$ cat src/rtl/alu_share_arbiter_pkg.sv
// alu_share_arbiter_pkg: ALU control encodings and request/response record types
package alu_share_arbiter_pkg;
  localparam int XLEN = 32;
  localparam int MAX_ID_W = 3;
  localparam logic [3:0] ALU_ADD  = 4'b0000;
  localparam logic [3:0] ALU_SLL  = 4'b0001;
  localparam logic [3:0] ALU_SLT  = 4'b0010;
  localparam logic [3:0] ALU_SLTU = 4'b0011;
  localparam logic [3:0] ALU_XOR  = 4'b0100;
  localparam logic [3:0] ALU_SRL  = 4'b0101;
  localparam logic [3:0] ALU_OR   = 4'b0110;
  localparam logic [3:0] ALU_AND  = 4'b0111;
  localparam logic [3:0] ALU_SUB  = 4'b1000;
  localparam logic [3:0] ALU_SRA  = 4'b1101;
  typedef struct packed {
    logic [XLEN-1:0] in1;
    logic [XLEN-1:0] in2;
    logic [3:0]      ctrl;
    logic            diff;
  } alu_req_t;
  typedef struct packed {
    logic [MAX_ID_W-1:0] id;
    logic [XLEN-1:0]     data;
    logic                zero;
  } alu_rsp_t;
endpackage

$ cat src/rtl/alu_share_arbiter_if.sv
// alu_share_arbiter_if: requester, ALU and response bundle of the shared-ALU arbiter
interface alu_share_arbiter_if #(
  parameter int NUM_REQ = 4,
  parameter int DATA_W  = 32,
  parameter int ID_W    = $clog2(NUM_REQ)
);
  logic [NUM_REQ-1:0]        req_valid;
  logic [NUM_REQ-1:0]        req_ready;
  logic [NUM_REQ-1:0]        req_diff;
  logic [NUM_REQ*DATA_W-1:0] req_in1;
  logic [NUM_REQ*DATA_W-1:0] req_in2;
  logic [NUM_REQ*4-1:0]      req_ctrl;
  logic [DATA_W-1:0]         alu_in1;
  logic [DATA_W-1:0]         alu_in2;
  logic [3:0]                alu_contrl;
  logic                      alu_diff;
  logic [DATA_W-1:0]         alu_out;
  logic                      alu_zero;
  logic                      rsp_valid;
  logic                      rsp_ready;
  logic [ID_W-1:0]           rsp_id;
  logic [DATA_W-1:0]         rsp_data;
  logic                      rsp_zero;
  modport slave (
    input  req_valid, req_in1, req_in2, req_ctrl, req_diff, alu_out, alu_zero, rsp_ready,
    output req_ready, alu_in1, alu_in2, alu_contrl, alu_diff, rsp_valid, rsp_id, rsp_data, rsp_zero
  );
  modport master (
    output req_valid, req_in1, req_in2, req_ctrl, req_diff, alu_out, alu_zero, rsp_ready,
    input  req_ready, alu_in1, alu_in2, alu_contrl, alu_diff, rsp_valid, rsp_id, rsp_data, rsp_zero
  );
endinterface

$ cat src/rtl/alu_share_arbiter_rr_arbiter.sv
// rr_arbiter: round-robin pick scanning upward from an owned pointer that advances past each grant
module rr_arbiter #(
  parameter  int N = 4,
  localparam int W = $clog2(N)
) (
  input  logic         clk,
  input  logic         rst_n,
  input  logic [N-1:0] req,
  input  logic         advance,
  output logic [N-1:0] gnt,
  output logic [W-1:0] gnt_idx
);
  localparam logic [W:0] NN = (W+1)'(N);
  logic [W-1:0] rr_ptr_q, rr_ptr_d;
  logic [W:0]   sum;
  logic [W-1:0] idx;
  logic         found;
  always_comb begin
    gnt = '0;
    gnt_idx = '0;
    found = 1'b0;
    sum = '0;
    idx = '0;
    for (int k = 0; k < N; k++) begin
      sum = {1'b0, rr_ptr_q} + (W+1)'(k);
      idx = sum >= NN ? W'(sum - NN) : W'(sum);
      if (!found && req[idx]) begin
        found = 1'b1;
        gnt[idx] = 1'b1;
        gnt_idx = idx;
      end
    end
    rr_ptr_d = advance ? (gnt_idx == W'(N-1) ? '0 : gnt_idx + 1'b1) : rr_ptr_q;
  end
  always_ff @(posedge clk) begin
    if (!rst_n) rr_ptr_q <= '0;
    else        rr_ptr_q <= rr_ptr_d;
  end
endmodule

$ cat src/rtl/alu_share_arbiter.sv
// alu_share_arbiter: grants one requester per cycle to the shared ALU and registers its result
module alu_share_arbiter
  import alu_share_arbiter_pkg::*;
#(
  parameter int NUM_REQ = 4,
  parameter int DATA_W  = 32,
  parameter int ID_W    = $clog2(NUM_REQ)
) (
  input logic clk,
  input logic rst_n,
  alu_share_arbiter_if.slave bus
);
  logic [NUM_REQ-1:0] gnt;
  logic [ID_W-1:0]    gnt_idx;
  logic               slot_free, accept;
  logic               rsp_valid_q, rsp_valid_d;
  logic [ID_W-1:0]    rsp_id_q, rsp_id_d;
  logic [DATA_W-1:0]  rsp_data_q, rsp_data_d;
  logic               rsp_zero_q, rsp_zero_d;
  rr_arbiter #(.N(NUM_REQ)) u_rr (
    .clk(clk),
    .rst_n(rst_n),
    .req(bus.req_valid),
    .advance(accept),
    .gnt(gnt),
    .gnt_idx(gnt_idx)
  );
  // draining and refilling the slot in the same cycle keeps one op per cycle
  always_comb begin
    slot_free = !rsp_valid_q || bus.rsp_ready;
    bus.req_ready = (rst_n && slot_free) ? gnt : '0;
    accept = |(bus.req_valid & bus.req_ready);
    bus.alu_in1 = '0;
    bus.alu_in2 = '0;
    bus.alu_contrl = ALU_ADD;
    bus.alu_diff = 1'b0;
    for (int i = 0; i < NUM_REQ; i++) begin
      if (gnt[i]) begin
        bus.alu_in1 = bus.req_in1[i*DATA_W +: DATA_W];
        bus.alu_in2 = bus.req_in2[i*DATA_W +: DATA_W];
        bus.alu_contrl = bus.req_ctrl[i*4 +: 4];
        bus.alu_diff = bus.req_diff[i];
      end
    end
    rsp_valid_d = accept || (rsp_valid_q && !bus.rsp_ready);
    rsp_id_d = accept ? gnt_idx : rsp_id_q;
    rsp_data_d = accept ? bus.alu_out : rsp_data_q;
    rsp_zero_d = accept ? bus.alu_zero : rsp_zero_q;
  end
  always_ff @(posedge clk) begin
    if (!rst_n) begin
      rsp_valid_q <= 1'b0;
      rsp_id_q <= '0;
      rsp_data_q <= '0;
      rsp_zero_q <= 1'b0;
    end else begin
      rsp_valid_q <= rsp_valid_d;
      rsp_id_q <= rsp_id_d;
      rsp_data_q <= rsp_data_d;
      rsp_zero_q <= rsp_zero_d;
    end
  end
  assign bus.rsp_valid = rsp_valid_q;
  assign bus.rsp_id = rsp_id_q;
  assign bus.rsp_data = rsp_data_q;
  assign bus.rsp_zero = rsp_zero_q;
endmodule
$ cat src/flat_wrapper.sv
// flat-port wrapper written by rule: the top's interface ports become plain ports
module alu_share_arbiter_flat import alu_share_arbiter_pkg::*;
#(
  parameter int NUM_REQ = 4,
  parameter int DATA_W  = 32,
  parameter int ID_W    = $clog2(NUM_REQ)
)
  (clk, rst_n, bus_req_valid, bus_req_in1, bus_req_in2, bus_req_ctrl, bus_req_diff, bus_alu_out, bus_alu_zero, bus_rsp_ready, bus_req_ready, bus_alu_in1, bus_alu_in2, bus_alu_contrl, bus_alu_diff, bus_rsp_valid, bus_rsp_id, bus_rsp_data, bus_rsp_zero);
  alu_share_arbiter_if #(.NUM_REQ(NUM_REQ), .DATA_W(DATA_W), .ID_W(ID_W)) bus_i ();
  input logic clk;
  input logic rst_n;
  input wire logic [$bits(bus_i.req_valid)-1:0] bus_req_valid;
  input wire logic [$bits(bus_i.req_in1)-1:0] bus_req_in1;
  input wire logic [$bits(bus_i.req_in2)-1:0] bus_req_in2;
  input wire logic [$bits(bus_i.req_ctrl)-1:0] bus_req_ctrl;
  input wire logic [$bits(bus_i.req_diff)-1:0] bus_req_diff;
  input wire logic [$bits(bus_i.alu_out)-1:0] bus_alu_out;
  input wire logic [$bits(bus_i.alu_zero)-1:0] bus_alu_zero;
  input wire logic [$bits(bus_i.rsp_ready)-1:0] bus_rsp_ready;
  output wire logic [$bits(bus_i.req_ready)-1:0] bus_req_ready;
  output wire logic [$bits(bus_i.alu_in1)-1:0] bus_alu_in1;
  output wire logic [$bits(bus_i.alu_in2)-1:0] bus_alu_in2;
  output wire logic [$bits(bus_i.alu_contrl)-1:0] bus_alu_contrl;
  output wire logic [$bits(bus_i.alu_diff)-1:0] bus_alu_diff;
  output wire logic [$bits(bus_i.rsp_valid)-1:0] bus_rsp_valid;
  output wire logic [$bits(bus_i.rsp_id)-1:0] bus_rsp_id;
  output wire logic [$bits(bus_i.rsp_data)-1:0] bus_rsp_data;
  output wire logic [$bits(bus_i.rsp_zero)-1:0] bus_rsp_zero;
  assign bus_i.req_valid = bus_req_valid;
  assign bus_i.req_in1 = bus_req_in1;
  assign bus_i.req_in2 = bus_req_in2;
  assign bus_i.req_ctrl = bus_req_ctrl;
  assign bus_i.req_diff = bus_req_diff;
  assign bus_i.alu_out = bus_alu_out;
  assign bus_i.alu_zero = bus_alu_zero;
  assign bus_i.rsp_ready = bus_rsp_ready;
  assign bus_req_ready = bus_i.req_ready;
  assign bus_alu_in1 = bus_i.alu_in1;
  assign bus_alu_in2 = bus_i.alu_in2;
  assign bus_alu_contrl = bus_i.alu_contrl;
  assign bus_alu_diff = bus_i.alu_diff;
  assign bus_rsp_valid = bus_i.rsp_valid;
  assign bus_rsp_id = bus_i.rsp_id;
  assign bus_rsp_data = bus_i.rsp_data;
  assign bus_rsp_zero = bus_i.rsp_zero;
  alu_share_arbiter #(.NUM_REQ(NUM_REQ), .DATA_W(DATA_W), .ID_W(ID_W)) u_core (.clk(clk), .rst_n(rst_n), .bus(bus_i));
endmodule
$ cat config.mk
export PLATFORM = sky130hd
export DESIGN_NAME = alu_share_arbiter_flat
export DESIGN_NICKNAME = d
export VERILOG_FILES = /design/src/rtl/alu_share_arbiter_pkg.sv /design/src/rtl/alu_share_arbiter_if.sv /design/src/rtl/alu_share_arbiter_rr_arbiter.sv /design/src/rtl/alu_share_arbiter.sv /design/src/flat_wrapper.sv
export SDC_FILE = /design/constraint.sdc
export NUM_CORES = 1
export LEC_CHECK = 0
export CORE_AREA = 2 2 166 168
export CTS_CLUSTER_DIAMETER = 200
export DETAILED_ROUTE_END_ITERATION = 10
export DIE_AREA = 0 0 168 170
export PLACE_DENSITY = 0.58
export SLEW_MARGIN = 20
export SYNTH_ARGS = -nofsm -noshare
export SYNTH_HDL_FRONTEND = slang
export SYNTH_HIERARCHICAL = 1
export SYNTH_SLANG_ARGS = --single-unit
$ cat constraint.sdc
create_clock -name clk -period 4.9 [get_ports clk]
set_input_delay 0.49 -clock clk [delete_from_list [all_inputs] [get_ports clk]]
set_output_delay 0.49 -clock clk [all_outputs]
set_load 0.02 [all_outputs]
[Yosys cells after proc, flatten, opt, wreduce, memory -nomap -nowiden]
Cells that the tools add are included.
W data, S select, Z words.
Operators by class
  $add $sub $neg: 8
  multiply operators: 0
  divide/modulo/power cells: 0
  magnitude comparators: 12
  equality and inequality tests: 1
  shift-type cells: 0
  mux-type cells: 49
  bitwise operators: 4
  reductions and logical operators: 17
Operator list (number)
  $mux W32: 8
  $mux W4: 9
  $mux W2: 9
  $mux W1: 15
  $lt A2 B3 Y1 const B: 4
  $or A4 B4 Y4: 3
  $ge A3 B3 Y1 const B: 3
  $logic_and A1 B1 Y1: 9
  $bmux W1 S2: 4
  $demux W1 S2: 4
  $ge A2 B1 Y1 const B: 4
  $sub A2 B1 Y2 const B: 4
  $add A2 B2 Y3 const B: 2
  $logic_not A1 Y1: 5
  $and A4 B4 Y4: 1
  $reduce_or A4 Y1: 1
  $add A2 B1 Y3 const B: 1
  $ge A2 B3 Y1 const B: 1
  $add A2 B1 Y2 const B: 1
  $eq A2 B2 Y1 const B: 1
  $logic_or A1 B1 Y1: 2
Storage, ports and cells
  bits in registers: 38
  bits in latches: 0
  RAM bits: 0
  ROM bits: 0
  input bits: 316
  logic and storage cells: 96
  memories kept: 0

[Logic depth before layout (Yosys ltp)]
Gate-level depths: netlist of run 1.
  depth in word-level cells: 18
  gate-level depth with buffers: 19

[Hierarchy]
Netlist of run 1, hierarchy kept.
By module, submodules not included
  alu_share_arbiter: instances 1, cells each 488, area each 3539.6 um2, seq. area each 720.7 um2
  rr_arbiter: instances 1, cells each 74, area each 603.1 um2, seq. area each 40.0 um2

[Worst setup path before layout of run 1]
Ideal clock, no wire load.
  path kind: register to output
  start point: register (tool-made name)
  end point: output bus_alu_in1[0]
  data arrival time: 3426 ps
  setup slack: 984 ps
  cell stages (with the launch flop): 16
  path through: dfxtp_1 buf_6 inv_1 ha_1 clkbuf_1 nor2_1 nand2_1 o21ai_0 a31oi_1 o21ai_0 a221o_1 and2b_1 buf_4 buf_4 a221oi_1 o31ai_1
RTL lines
  to (decl): line flat_wrapper.sv:21  | output wire logic [$bits(bus_i.alu_in1)-1:0] bus_alu_in1;

[Worst setup path after layout of run 1]
  start point: input bus_req_valid[3]
  end point: output bus_alu_in1[27]
On the way
  cells in the longest elaborated chain, start to end: 16
  elaborated cells on any way between the ends: 28
RTL lines
  from (decl): line flat_wrapper.sv:12  | input wire logic [$bits(bus_i.req_valid)-1:0] bus_req_valid;
  $bmux W1 S2: line alu_share_arbiter_rr_arbiter.sv:27  | if (!found && req[idx]) begin
  $mux W1 (implied by the code): line alu_share_arbiter_rr_arbiter.sv:27
  $mux W1: line alu_share_arbiter_rr_arbiter.sv:27
  $logic_not A1 Y1: line alu_share_arbiter_rr_arbiter.sv:27
  $logic_and A1 B1 Y1: line alu_share_arbiter_rr_arbiter.sv:27
  $mux W1: line alu_share_arbiter_rr_arbiter.sv:27
  $logic_not A1 Y1: line alu_share_arbiter_rr_arbiter.sv:27
  $logic_and A1 B1 Y1: line alu_share_arbiter_rr_arbiter.sv:27
  $mux W1: line alu_share_arbiter_rr_arbiter.sv:27
  $logic_not A1 Y1: line alu_share_arbiter_rr_arbiter.sv:27
  $logic_and A1 B1 Y1: line alu_share_arbiter_rr_arbiter.sv:27
  $mux W4 *: line alu_share_arbiter_rr_arbiter.sv:27
  named net u_core.gnt[0]: line alu_share_arbiter.sv:13  | logic [NUM_REQ-1:0] gnt;
  $mux W32 * (4 in a row): line alu_share_arbiter.sv:38  | if (gnt[i]) begin
The timed path passes the listed nets; every way through them passes the cells marked *. The select of a mux whose other input is x is not followed.

==> results.cfg, run 1 <==
[critical_path]
critPathRequiredTime_ps = 4410
slowest_delay_ps = 680
crit_top_cell = clkdlybuf4s50_1
cp_num_cells = 11
endpoint_kind = output pin
crit_type = input pin to output pin
critPathMaxFanout = 22
slowest_stage = clkdlybuf4s50_1
arrival_ps = 4070
rr_worst_depth = 14
cp_cell_sequence = clkdlybuf4s50_1 -> mux4_2 -> nor2b_4 -> a22oi_1 -> nor2_1 -> a221o_1 -> and2b_2 -> buf_4 -> a221oi_1 -> o31ai_1 -> clkdlybuf4s50_1
crit_family = buffers and inverters
start_kind = input pin
path_buf_inv = 3

[global_route]
grt_pass1_wl_mm = 34.4
grt_pass1_vias = 5780
grt_antenna_before_repair = 6
grt_usage_pct = 15.5
grt_max_degree = 76
grt_overflow = 0

[synth]
synth-seq-cells = 38
netlist_instances = 562
synth.distinct_cells = 42
async_flop_share_pct = 0
syn_nets = 884
yosysWarnings = 6
syn_area_per_cell_um2 = 7.37
synth_edf_count = 0
yosysSeqAreaShare_pct = 18.4
netlist_area_um2 = 4140
ys.flop_type = dfxtp_1

[timing]
layout_min_cycle_time_ps = 4560
finalSetupTns_ps = 0
clock.fmax_mhz = 219
final_hold_viol_count = 0
finalClockSkew_ps = 3.31
report.final.slew_viol_count = 0
finalSetupViolations = 0
timing.hold.ws_ps = 458
worstMarginPinSlew_ps = 588
rsz0062_at_grt = no
post-route-period-util_pct = 93.0
relSlewSlack_pct = 60.5

[die]
die_area_um2 = 28600
die_h_um = 170
rows = 60
dieWidth_um = 168
initial_utilization_pct = 15.5
ios = 425
core_region_area_um2 = 26700

[power_and_ir_drop]
comb_power_share_pct = 87.4
seqPwrFrac_pct = 7.9
intPower_mw = 3.39
power_switching_mw = 3.32
finalPower_mw = 6.71
max-vdd-ir-drop_mv = 0.431
power.leakage_nw = 3.36
clock_power_share_pct = 4.7
p_sw_share_pct = 49.5
p_per_area_nw_per_um2 = 757

[clock_network]
insertion_delay_ps = 280
cts_tree = yes
cts_sinks = 38
numCtsBuffers = 5
hold_buffers = 0
clk_path_buf_depth = 2
root_buffer = clkbuf_16
cts.clk_slew.worst_paths_ps = 60
ctsHtreeMaxLevel = 2

[place]
dp.cells = 1284
io_buffers = 424
dp_hpwl_mm = 18.9
globalplace.congestion = 0.867

[run]
maxCapViolCount = 0

[run_status]
outcome = finished clean

[drt]
vias = 5794
drcViolationCount = 0
first_pass_iters = 4
vias_per_cell = 4.47
wirelength_mm = 23.8
ant_nets = 0
avgRoutedWirePerCell_um = 18.3
drtIter0Drc = 314

[finish]
layout_common_cells = 417 x clkdlybuf4s50_1, 109 x nand2_1, 68 x nor2b_1
fin_nets = 1272
layout_commonest_cell = clkdlybuf4s50_1
final_cells = 1297
syn2layout_area_growth_pct = 114
drive_gt1_share_pct = 5.16
fin_util_pct = 33.3

[hold_path]
whs_path_depth = 2
hp-class = flip-flop to flip-flop
Yosys cell counts (all sizes together) (6+ instances only):
library cell    n  area, um^2
nor2           13        51.3
clkbuf         36         135
a221oi         67         587
ha              6        75.1
nand2         109         409
dfxtp          38         761
mux2i          36         360
buf            26         231
o21ai           7        50.1
a21oi           6        30.0
o31ai          67         503
nor2b          69         439
inv            43         161
metal layers:
| metal | up-vias | wire length, um | track usage [%] |
|---|---|---|---|
| met1 | 2661 | 9370 | 18.0 |
| met4 | 0 | 444 | 4.76 |
| met5 | - | 0 | 0 |
| met2 | 277 | 11800 | 27.6 |
| met3 | 24 | 2200 | 4.40 |
| li1 | 2832 | - | - |
layout make-up:
cell class | instances | area [um^2]
antenna | 6 | 15.0
fill | 2800 | 17800
timing repair buffer | 443 | 4470
clock inverter | 2 | 15.0
sequential | 38 | 762
tap | 341 | 427
multi-input combinational | 419 | 2900
inverter | 43 | 161
clock buffer | 5 | 125
sequential cells by signal, summed over array words and instances (netlist names), named ones only:
signal	count
u_core/bus.rsp_id	2
u_core/bus.rsp_valid	1
u_core/bus.rsp_zero	1
u_core/u_rr/rr_ptr_q	1
u_core/bus.rsp_data	32
cells by family (layout without fill, tap and decap cells):
kind of cell | Yosys count | count (layout) | share of synthesized area [%]
AND/OR/NAND/NOR | 205 | 205 | 24.0
AO/OA/AOI/OAI | 169 | 169 | 32.8
buffers and inverters | 105 | 493 | 12.7
multiplexers | 39 | 39 | 10.3
flip-flops | 38 | 38 | 18.4
adder cells (fa/ha/maj) | 6 | 6 | 1.81
other | 0 | 6 | 0
worst reg2reg max path, delay by kind of cell, from the launching register on:
family                     cells  cell delay [ps]
DFF                            1              430
buffers and inverters          4              840
AOI/OAI and AO/OA              6             1820
and+or+nand+nor                2              140
muxes                          1              220
adders and majority gates      1              430
power by group through the flow:
stage | sequential (mW) | combinational [mW] | clock [mW]
final | 0.527 | 5.87 | 0.317
after global routing | 0.548 | 6.26 | 0.341
after CTS | 0.528 | 5.93 | 0.327
after detailed placement | 0.529 | 5.90 | 0
after global placement | 0.527 | 5.91 | 0
after floorplan | 0.690 | 3.10 | 0
path summary, 6_finish.rpt:
| path | start | end | slack (ps) |
|---|---|---|---|
| setup / recovery | bus_req_valid[3] | bus_alu_in1[27] | 340 |
| hold / removal | u_core/bus.rsp_data[17] | u_core/bus.rsp_data[17] | 460 |
| hold reg to reg | u_core/bus.rsp_data[17] | u_core/bus.rsp_data[17] | 460 |
| setup reg to reg | u_core/u_rr/rr_ptr_q[1] | u_core/bus.rsp_data[20] | 970 |
timing repair:
action,4_1_cts,5_1_grt
setup buffers,0,0
setup endpoints to repair,0,31
gates resized for setup,0,3
stage by stage:
| stage | area [um^2] | worst slack (ps) |
|---|---|---|
| 2_1_floorplan | 4140 | 984 |
| 3_3_place_gp | 8710 | 287 |
| 3_5_place_dp | 8710 | 258 |
| 4_1_cts | 8850 | 131 |
| 5_1_grt | 8870 | 61.2 |
| 6_report | 8870 | 343 |
Power figures use the tool's default switching activity.
==> run 2, diff against run 1 <==
--- a/config.mk
+++ b/config.mk
@@ -9,7 +9,8 @@
 export CTS_CLUSTER_DIAMETER = 200
 export DETAILED_ROUTE_END_ITERATION = 10
 export DIE_AREA = 0 0 168 170
-export PLACE_DENSITY = 0.58
+export MAX_ROUTING_LAYER = met4
+export PLACE_DENSITY = 0.6
 export SLEW_MARGIN = 20
 export SYNTH_ARGS = -nofsm -noshare
 export SYNTH_HDL_FRONTEND = slang
==> constraint.sdc (replaced) <==
create_clock -name clk -period 5.2 [get_ports clk]
set_input_delay 0.52 -clock clk [delete_from_list [all_inputs] [get_ports clk]]
set_output_delay 0.52 -clock clk [all_outputs]
set_load 0.02 [all_outputs]
==> results.cfg, run 2 (synthesis gave the netlist of run 1 again) <==
[critical_path]
r2r-start = u_core/u_rr/rr_ptr_q[1]
endpoint_kind = output pin
slowest_delay_ps = 720
critPathRequiredTime_ps = 4680
reg2reg_to = u_core/bus.rsp_data[18]
regToRegSetupSlack_ps = 1130
crit_type = flip-flop to output pin
slowest_stage = clkdlybuf4s50_1
critPathMaxFanout = 42
arrival_ps = 4370
rr_worst_depth = 13
cp_cell_sequence = inv_1 -> ha_2 -> nor2_1 -> nand2_1 -> o21ai_0 -> a31oi_1 -> o21ai_1 -> a221o_2 -> and2b_2 -> buf_12 -> a221oi_1 -> o31ai_1 -> clkdlybuf4s50_1
start_kind = flip-flop

[clock_network]
insertion_delay_ps = 280
cts_setup_buffers = 0
clk_path_buf_depth = 2
cts_sinks = 38
cts.clk_slew.worst_paths_ps = 60
ctsHtreeMaxLevel = 2
root_buffer = clkbuf_16
cts_tree = yes
numCtsBuffers = 5

[finish]
drive_gt1_share_pct = 3.81
layout_commonest_cell = clkdlybuf4s50_1
syn2layout_area_growth_pct = 113
fin_util_pct = 33.1
final_cells = 1290
layout_common_cells = 423 x clkdlybuf4s50_1, 109 x nand2_1, 68 x nor2b_1
fin_nets = 1267
fin_area_um2 = 8830
largest_register_ffs = 32

[timing]
post-route-period-util_pct = 94.1
finalSetupTns_ps = 0
final_hold_viol_count = 0
finalSetupViolations = 0
worstMarginPinSlew_ps = 610
rsz0062_at_grt = no
fin_ws_ps = 307
finalClockSkew_ps = 3.58
layout_min_cycle_time_ps = 4890
clock.fmax_mhz = 204
timing.hold.ws_ps = 456
report.final.slew_viol_count = 0
relSlewSlack_pct = 59.3

[hold_path]
min_to = u_core/bus.rsp_data[21]
hp-class = flip-flop to flip-flop
holdCritStartpoint = u_core/bus.rsp_data[21]
whs_path_depth = 2

[drt]
routedLengthMet1_mm = 9.58
first_pass_iters = 4
ant_nets = 0
top_layer_used = met4
vias_per_cell = 4.53
drcViolationCount = 0
vias = 5845
drtIter0Drc = 299
wl_met2_mm = 11.5
met3WireLength_mm = 1.80
wirelength_mm = 23.5
avgRoutedWirePerCell_um = 18.3

[die]
dieWidth_um = 168
rows = 60
core_region_area_um2 = 26700
initial_utilization_pct = 15.5
die_h_um = 170
ios = 425
die_area_um2 = 28600

[global_route]
grt_pass1_vias = 5922
grt_pass1_wl_mm = 34.2
grt_overflow = 0
grt_antenna_before_repair = 5
grt_usage_pct = 15.8
grt_max_degree = 74

[place]
dp.cells = 1279
dp_hpwl_mm = 18.4
dpl_cell_area_um2 = 8670
globalplace.congestion = 0.882
pre_cts_ws_ps = 255
io_buffers = 424

[run]
maxCapViolCount = 0

[power_and_ir_drop]
finalPower_mw = 6.35
p_per_area_nw_per_um2 = 719
max-vdd-ir-drop_mv = 0.407
power.leakage_nw = 3.33

[run_status]
outcome = finished clean
-- run 2: worst max-delay path by stage --
stage               cells past startpoint               startpoint              end
floorplan                              15                flip-flop   bus_alu_in1[0]
global placement                       11         bus_req_valid[0]  bus_alu_in2[26]
detailed placement                     11         bus_req_valid[0]  bus_alu_in2[26]
CTS                                    12  u_core/u_rr/rr_ptr_q[1]  bus_alu_in2[26]
global route                           13  u_core/u_rr/rr_ptr_q[1]   bus_alu_in1[9]
finish                                 13  u_core/u_rr/rr_ptr_q[1]   bus_alu_in1[9]
-- run 2: worst max-delay path: cells and delay by family (launching register included) --
| kind | cells | cell delay (ps) |
|---|---|---|
| compound gates | 6 | 1550 |
| fa+ha+maj | 1 | 490 |
| buf+inv | 3 | 1060 |
| flops | 1 | 540 |
| simple gates | 3 | 410 |
-- run 2: final cells by class --
| type | count | area (um^2) |
|---|---|---|
| antenna | 5 | 12.5 |
| clock buffer | 6 | 139 |
| fill | 2792 | 17800 |
| inverter | 43 | 161 |
| multi-input combinational | 419 | 2900 |
| sequential | 38 | 761 |
| tap | 341 | 427 |
| timing repair buffer | 438 | 4430 |
-- run 2: per-layer routing --
layer  vias to the layer above  global-route usage [%]
met5                         -                       -
met4                         0                    6.47
met3                        41                    3.81
met2                       283                    26.4
met1                      2702                    18.3
li1                       2819                       -
-- run 2: power by group --
part           internal [mW]  leakage [nW]  switching (mW)
Clock                  0.185        0.0688           0.112
Combinational           2.59          2.95            2.96
Sequential             0.423         0.313          0.0744
Total                   3.20          3.33            3.14
-- run 2: repair_timing --
item / CTS / global route
setup endpoints to repair: 0 / 35
hold buffers: 0 / 0
gates resized for setup: 0 / 3
